===== src/rtl/cache_line_buffer.sv =====
// Line-fill buffer between the main-memory read port and the L1 instruction memory.
// FILL collects WORDS words of one line; DRAIN replays them with the imem write address.
// A single slot index is shared by both phases; full_cl marks the last slot.
module cache_line_buffer #(
  parameter int unsigned DATA_W  = 32,
  parameter int unsigned WORDS   = 4,
  parameter int unsigned LINE_AW = 28
) (
  input  logic                               clk,
  input  logic                               reset,
  input  logic                               clr,
  input  logic                               we_cl,
  input  logic                               next_cl,
  input  logic [DATA_W-1:0]                  din,
  input  logic [LINE_AW-1:0]                 miss_line_addr,
  output logic                               full_cl,
  output logic [DATA_W-1:0]                  dout,
  output logic [LINE_AW+$clog2(WORDS)-1:0]   imem_waddr,
  output logic                               draining,
  output logic                               ovf_err
);

  localparam int unsigned IdxW = $clog2(WORDS);
  localparam logic [IdxW-1:0] IdxLast = IdxW'(WORDS - 1);

  typedef enum logic [0:0] {StFill, StDrain} state_e;

  state_e                state_q, state_d;
  logic [IdxW-1:0]       idx_q, idx_d;
  logic [LINE_AW-1:0]    line_addr_q, line_addr_d;
  logic                  ovf_q, ovf_d;
  logic [DATA_W-1:0]     slot_q [WORDS];
  logic                  wr_en;
  logic                  at_last;

  assign at_last = (idx_q == IdxLast);

  // State register: reset and clr both return to an empty FILL with cleared slots.
  always_ff @(posedge clk) begin
    if (reset || clr) begin
      state_q     <= StFill;
      idx_q       <= '0;
      line_addr_q <= '0;
      ovf_q       <= 1'b0;
      for (int i = 0; i < WORDS; i++) begin
        slot_q[i] <= '0;
      end
    end else begin
      state_q     <= state_d;
      idx_q       <= idx_d;
      line_addr_q <= line_addr_d;
      ovf_q       <= ovf_d;
      if (wr_en) begin
        slot_q[idx_q] <= din;
      end
    end
  end

  // Next-state logic: slot advance, line address capture, phase change and error tracking.
  always_comb begin
    state_d     = state_q;
    idx_d       = idx_q;
    line_addr_d = line_addr_q;
    ovf_d       = ovf_q;
    wr_en       = 1'b0;
    unique case (state_q)
      StFill: begin
        if (we_cl) begin
          // A write without advance just overwrites the current slot.
          wr_en = 1'b1;
          if (next_cl) begin
            idx_d = idx_q + 1'b1;
            if (idx_q == '0) begin
              line_addr_d = miss_line_addr;
            end
            if (at_last) begin
              state_d = StDrain;
            end
          end
        end else if (next_cl) begin
          // Advancing an unwritten slot would replay garbage; refuse and flag it.
          ovf_d = 1'b1;
        end
      end
      StDrain: begin
        if (we_cl) begin
          ovf_d = 1'b1;
        end
        if (next_cl) begin
          idx_d = idx_q + 1'b1;
          if (at_last) begin
            state_d = StFill;
          end
        end
      end
      default: begin
        state_d = StFill;
      end
    endcase
  end

  // Outputs: all derived from registered state only, no din-to-dout bypass.
  always_comb begin
    full_cl    = at_last;
    dout       = slot_q[idx_q];
    imem_waddr = {line_addr_q, idx_q};
    draining   = (state_q == StDrain);
    ovf_err    = ovf_q;
  end

endmodule


===== config.mk =====
export PLATFORM = sky130hd
export DESIGN_NAME = cache_line_buffer
export DESIGN_NICKNAME = d
export VERILOG_FILES = /design/src/rtl/cache_line_buffer.sv
export SDC_FILE = /design/constraint.sdc
export NUM_CORES = 1
export LEC_CHECK = 0
export BUFFER_PORTS_ARGS = -buffer_cell sky130_fd_sc_hd__buf_2
export CORE_MARGIN = 10
export CORE_UTILIZATION = 52
export CTS_BUF_LIST = sky130_fd_sc_hd__clkbuf_4 sky130_fd_sc_hd__clkbuf_8
export CTS_CLUSTER_SIZE = 25
export DETAILED_ROUTE_END_ITERATION = 12
export PLACE_DENSITY = 0.79
export SLEW_MARGIN = 5
export SYNTH_ARGS = -nofsm -noshare
export SYNTH_HDL_FRONTEND = slang
export SYNTH_SLANG_ARGS = --single-unit

===== constraint.sdc =====
create_clock -name clk -period 3.75 [get_ports clk]
set_clock_uncertainty 0.05 [all_clocks]
set_input_delay 0 -clock clk [delete_from_list [all_inputs] [get_ports clk]]
set_output_delay 0 -clock clk [all_outputs]
set_load 0.005 [all_outputs]

==> results of run 1 <==
==> synthesized netlist by cell type, drive strengths merged <==
master,number,share of area [%]
a21oi,3,0.20
dfxtp,34,9.1
clkbuf,26,1.3
a21bo,1,0.13
buf,25,2.2
inv,34,1.7
or4b,1,0.13
mux2,30,4.5
and4b,1,0.13
nand2b,2,0.17
nand2,1,0.050
edfxtp,128,52
or3b,1,0.12
nor3b,59,5.9
nand4b,2,0.23
nor2,33,1.7
o21a,1,0.10
o21ai,3,0.20
or2,2,0.17
mux4,32,9.7
nor3,97,10
ha,2,0.34
==> stage by stage <==
step	cell area, um^2	util, %	instances
floorplan	7463	-	518
detailed placement	8207	58.67	786
finish	9271	66.28	886
CTS	9266	66.24	884
global placement	8207	58.67	786
global route	9271	66.28	886
==> worst min-delay path, cell delays in order <==
cell,delay (ns)
buf_2,0.16
nor2_1,0.17
o21ai_4,0.16
==> power breakdown <==
group	total (mW)	switching, mW	internal [mW]
Clock	1.25	0.585	0.667
Sequential	2.05	0.0282	2.02
Combinational	0.360	0.190	0.171
Total	3.66	0.803	2.86
==> final cells by class <==
type                    instances  area (um^2)  area share [%]
flip-flops and latches        162         4527           48.83
multi-input cells             271         2594           27.98
repair buffers                205         1394           15.03
clock buffers                  28        354.1           3.819
well taps                     180        225.2           2.429
inverters                      34        127.6           1.377
clock inverters                 4        45.04          0.4858
diodes                          2        5.005         0.05398
==> path summary, 6_finish.rpt <==
kind,slack [ns],to,cells past startpoint,from
worst max register to register,1.48,line_addr_q[13]$_SDFFE_PP0P_,6,idx_q[0]$_SDFFE_PP0N_
worst max-delay path,1.42,dout[31],3,register
worst min register to register,0.48,ovf_err$_SDFFE_PP0P_,2,ovf_err$_SDFFE_PP0P_
worst min-delay path,0.13,slot_q[2][0]$_SDFFCE_PN0P_,3,reset
==> flip-flops by register name, indices dropped and copies added, names as in the netlist, named ones only <==
register,count
idx_q,2
line_addr_q,28
draining,1
slot_q,128
ovf_err,1
==> metal layers <==
layer | up-vias | wire [um] | track usage [%]
met5 | - | 0 | 0
met4 | 0 | 251 | 6.739
met3 | 15 | 1308 | 6.907
met2 | 163 | 8946 | 30.12
met1 | 2428 | 6773 | 18.95
li1 | 2268 | - | -
==> cell families (layout without fill, tap and decap cells) <==
logic type / after synthesis / count (layout)
AOI/OAI and AO/OA: 8 / 8
other: 0 / 2
buffers and inverters: 85 / 271
and+or+nand+nor: 199 / 199
adders and majority gates: 2 / 2
muxes: 62 / 62
DFF: 162 / 162
==> results.json, run 1 <==
{
  "outcome": "finished clean",
  "htreeDepth": 4,
  "mappedNetlistArea_um2": 7463,
  "first_pass_grt_wire_length_um": 27040,
  "worst_skew_pair_later_pin_latency_ns": 0.44,
  "detail_route.drc_violations": 0,
  "drtPass1Iterations": 4,
  "combinational_family_with_the_most_area_after_synthesis": "simple AND/OR/NAND/NOR gates",
  "critPathLaunchType": "register",
  "port_buffers": 129,
  "grt_antenna_before_repair": 2,
  "flow.area_growth_from_synthesis_pct": 24.22,
  "globalRoute.totalOverflow": 0,
  "cts_buffers": 17,
  "synth_area_per_inst_um2": 14.41,
  "timing.critical_path.slowest_stage_cell": "dfxtp_2",
  "path_class": "register to output pin",
  "drt_iter0_drc": 248,
  "path_cells": "buf_4, mux4_2, buf_2",
  "tightestPinTransition_ns": 0.8898,
  "drive_gt1_share_pct": 43.18,
  "critical-path-max-stage-delay_ns": 0.60,
  "worst_slew_margin_rel_pct": 40.47,
  "synth_cell_types": 26,
  "slew_violations": 0,
  "core.rowCount": 43,
  "number_of_nets_in_the_layout": 758,
  "postSynthCellCount": 518,
  "grt.total_usage_pct": 17.51,
  "fmax_ghz": 0.4290,
  "route.antenna.remaining_nets": 0,
  "cts_tree": "built",
  "die_width_um": 139.8,
  "first_global_vias": 5170,
  "hold_viol_final": 0,
  "totalWireLength_um": 17280,
  "dp_hpwl_um": 10000,
  "post-layout-total-power_mw": 3.661,
  "cp_delay_by_family_top": "buffers and inverters",
  "fin_ws_ns": 1.419,
  "via_total_after_detailed_routing": 4874,
  "cts.clk_slew.worst_paths_ns": 0.08,
  "final_cell_mix": "buf_2, edfxtp_1, dlygate4sd3_1",
  "grt_start_max_net_pins": 129,
  "synth_register_bits": 162,
  "io_pins": 130,
  "cp.buffers_inverters": 2,
  "synth-compound-area-share_pct": 0.6370,
  "p_leak_nw": 3.610,
  "start_util_pct": 53.35,
  "holdCritPathClass": "primary input to register",
  "synthesis.nets": 585,
  "post_synth_mux_area_share_pct": 14.18,
  "powerDensity_nw_per_um2": 394.9,
  "data_arrival_at_the_endpoint_of_the_critical_path_ns": 2.28,
  "synth-adder-area-share_pct": 0.3353,
  "post_drt_wl_per_cell_um": 19.50,
  "nFillCells": 1008,
  "synth_seq_area_share_pct": 60.62,
  "die_area_um2": 19540,
  "cts.repair.resized": 0,
  "mostFrequentLayoutCell": "buf_2",
  "cts-hold-fix-buffers": 66,
  "cts_post_setup_buffers_inserted": 0,
  "synthXorXnorAreaFrac_pct": 0,
  "period_utilization_pct": 62.17,
  "dp_slack_ns": 1.475,
  "end_kind": "output pin",
  "final.setup.tns_ns": 0,
  "max_cap_viol_count": 0,
  "worst_ep_required_time_ns": 3.70,
  "fp.coreArea_um2": 13990,
  "setup-violations-final": 0,
  "finalWeightedCongestion": 0.7323,
  "synth_simple_gate_area_share_pct": 18.99,
  "rsz0062_at_grt": "false",
  "final.hold.worst_slack_ns": 0.1308,
  "peakVddDrop_uv": 242.2,
  "final.min_clock_period_ns": 2.331,
  "yosysWarningCount": 0,
  "critical_path_peak_fanout": 21,
  "avgViaCountPerCell": 5.501,
  "cts_buffer_depth": 2,
  "fp.dieH_um": 139.8,
  "clk_root_buffer_cell": "clkbuf_8",
  "tritoncts_num_sinks": 162
}
Power figures use the tool's default switching activity.
==> run 2, diff against run 1 <==
clock period = 1.9 ns   (was 3.75 ns; I/O delays follow)
==> results.json, run 2 (synthesis gave the netlist of run 1 again) <==
{
  "max_cap_viol_count": 0,
  "netSwitchingFraction_pct": 22.06,
  "path_class": "register to output pin",
  "port_buffers": 129,
  "p_leak_nw": 3.697,
  "regToRegStartpoint": "draining$_SDFF_PP0_",
  "cts_post_setup_buffers_inserted": 0,
  "power_switching_mw": 1.683,
  "mostFrequentLayoutCell": "buf_2",
  "number_of_nets_in_the_layout": 763,
  "rsz0062_at_grt": "false",
  "final_cells": 890,
  "final.min_clock_period_ns": 1.829,
  "avgViaCountPerCell": 5.463,
  "flow.area_growth_from_synthesis_pct": 27.23,
  "die_area_um2": 19540,
  "grt_start_max_net_pins": 113,
  "data_arrival_at_the_endpoint_of_the_critical_path_ns": 1.78,
  "core.rowCount": 43,
  "holdCritPathClass": "primary input to register",
  "worst_slew_margin_rel_pct": 57.05,
  "outcome": "finished clean",
  "cell_internal_pwr_mw": 5.944,
  "io_pins": 130,
  "period_utilization_pct": 96.29,
  "regMostFlops": "slot_q",
  "drive_gt1_share_pct": 44.29,
  "slew_violations": 0,
  "totalWireLength_um": 17110,
  "end_kind": "output pin",
  "detail_route.drc_violations": 0,
  "dp_hpwl_um": 10210,
  "cts_buffer_depth": 2,
  "finalWeightedCongestion": 0.7432,
  "cts_tree": "built",
  "clk_root_buffer_cell": "clkbuf_8",
  "fp.coreArea_um2": 13990,
  "peakVddDrop_uv": 391.7,
  "cts_buffers": 17,
  "critical_path_peak_fanout": 7,
  "drtPass1Iterations": 5,
  "tightestPinTransition_ns": 0.6419,
  "final.setup.tns_ns": 0,
  "holdCritStartpoint": "clr",
  "cts.clk_slew.worst_paths_ns": 0.09,
  "p_clk_share_pct": 37.3,
  "worst_ep_required_time_ns": 1.85,
  "grt_antenna_before_repair": 1,
  "first_global_vias": 5269,
  "top_regs": "slot_q x128, line_addr_q x28, idx_q x2",
  "power.share.sequential_pct": 52.9,
  "post-layout-total-power_mw": 7.626,
  "grt.total_usage_pct": 17.25,
  "fp.dieH_um": 139.8,
  "via_total_after_detailed_routing": 4862,
  "fmax_ghz": 0.5466,
  "setup-violations-final": 0,
  "drt_iter0_drc": 294,
  "die_width_um": 139.8,
  "route.antenna.remaining_nets": 0,
  "power.share.combinational_pct": 9.8,
  "powerDensity_nw_per_um2": 803.2,
  "final_cell_mix": "buf_2, edfxtp_1, dlygate4sd3_1",
  "worst_skew_pair_later_pin_latency_ns": 0.46,
  "dp_cells": 793,
  "post_drt_wl_per_cell_um": 19.22,
  "globalRoute.totalOverflow": 0,
  "critPathLaunchType": "register",
  "max_reg_flops": 128,
  "htreeDepth": 4,
  "hold_viol_final": 0,
  "start_util_pct": 53.35,
  "tritoncts_num_sinks": 162,
  "first_pass_grt_wire_length_um": 26860
}
[run 2: cell types whose count changed in the layout (fill, tap and decap cells not counted), sizes merged]
cell / delta
clkbuf: -8
buf: +7
bufinv: +4
clkinv: +3
dlygate4sd3: -3
inv: +2
diode: -1
[run 2: final cells by class]
cell class / instances / area (um^2)
Timing Repair Buffer: 210 / 1554
Clock buffer: 19 / 249.0
Inverter: 34 / 127.6
Tap cell: 180 / 225.2
Clock inverter: 13 / 207.7
Sequential cell: 162 / 4531
Antenna cell: 1 / 2.502
Multi-Input combinational cell: 271 / 2599
Fill cell: 1005 / 4493
[run 2: routing by layer]
layer / global-route usage (%) / wire length [um] / up-vias
met3: 7.077 / 1454 / 15
met5: 0 / 0 / -
li1: - / - / 2284
met2: 29.50 / 8768 / 162
met4: 5.870 / 149 / 0
met1: 18.97 / 6736 / 2401
[run 2: critical path, cell delays in order (launching register included)]
cell and delay, ns:
dfxtp_2 0.42, buf_4 0.23, mux4_2 0.53, buf_2 0.15
[run 2: worst paths after layout]
| kind | cells after the start | endpoint | slack (ns) |
|---|---|---|---|
| setup / recovery | 3 | dout[24] | 0.07 |
| hold / removal | 4 | slot_q[2][26]$_SDFFCE_PN0P_ | 0.18 |
| setup reg to reg | 3 | slot_q[0][31]$_SDFFCE_PN0P_ | 0.13 |
| hold reg to reg | 2 | ovf_err$_SDFFE_PP0P_ | 0.49 |
[run 2: per-stage QoR]
step | hold WS [ns] | worst slack [ns] | util (%) | cell area, um^2
after detailed placement | 0.2706 | 0.1709 | 59.87 | 8376
after global routing | 0.1758 | 0.00009426 | 67.88 | 9495
after floorplan | 0.09990 | -0.2529 | - | 7511
after global placement | 0.2605 | 0.1832 | 59.87 | 8376
after CTS | 0.1569 | 0.02627 | 67.65 | 9463
final | 0.1844 | 0.07055 | 67.88 | 9495
[run 2: what timing repair did]
action	4_1_cts	5_1_grt
hold endpoints to repair	162	0
endpoints found under the setup margin	0	5
gates resized for setup	0	1
hold buffers	63	0
[run 2: power groups by stage]
stage	logic (mW)	registers (mW)	clock network (mW)
floorplan	0.396	4.10	0
global placement	0.631	4.10	0
detailed placement	0.647	4.11	0
CTS	0.750	4.03	2.91
global route	0.811	4.05	3.04
finish	0.749	4.03	2.84
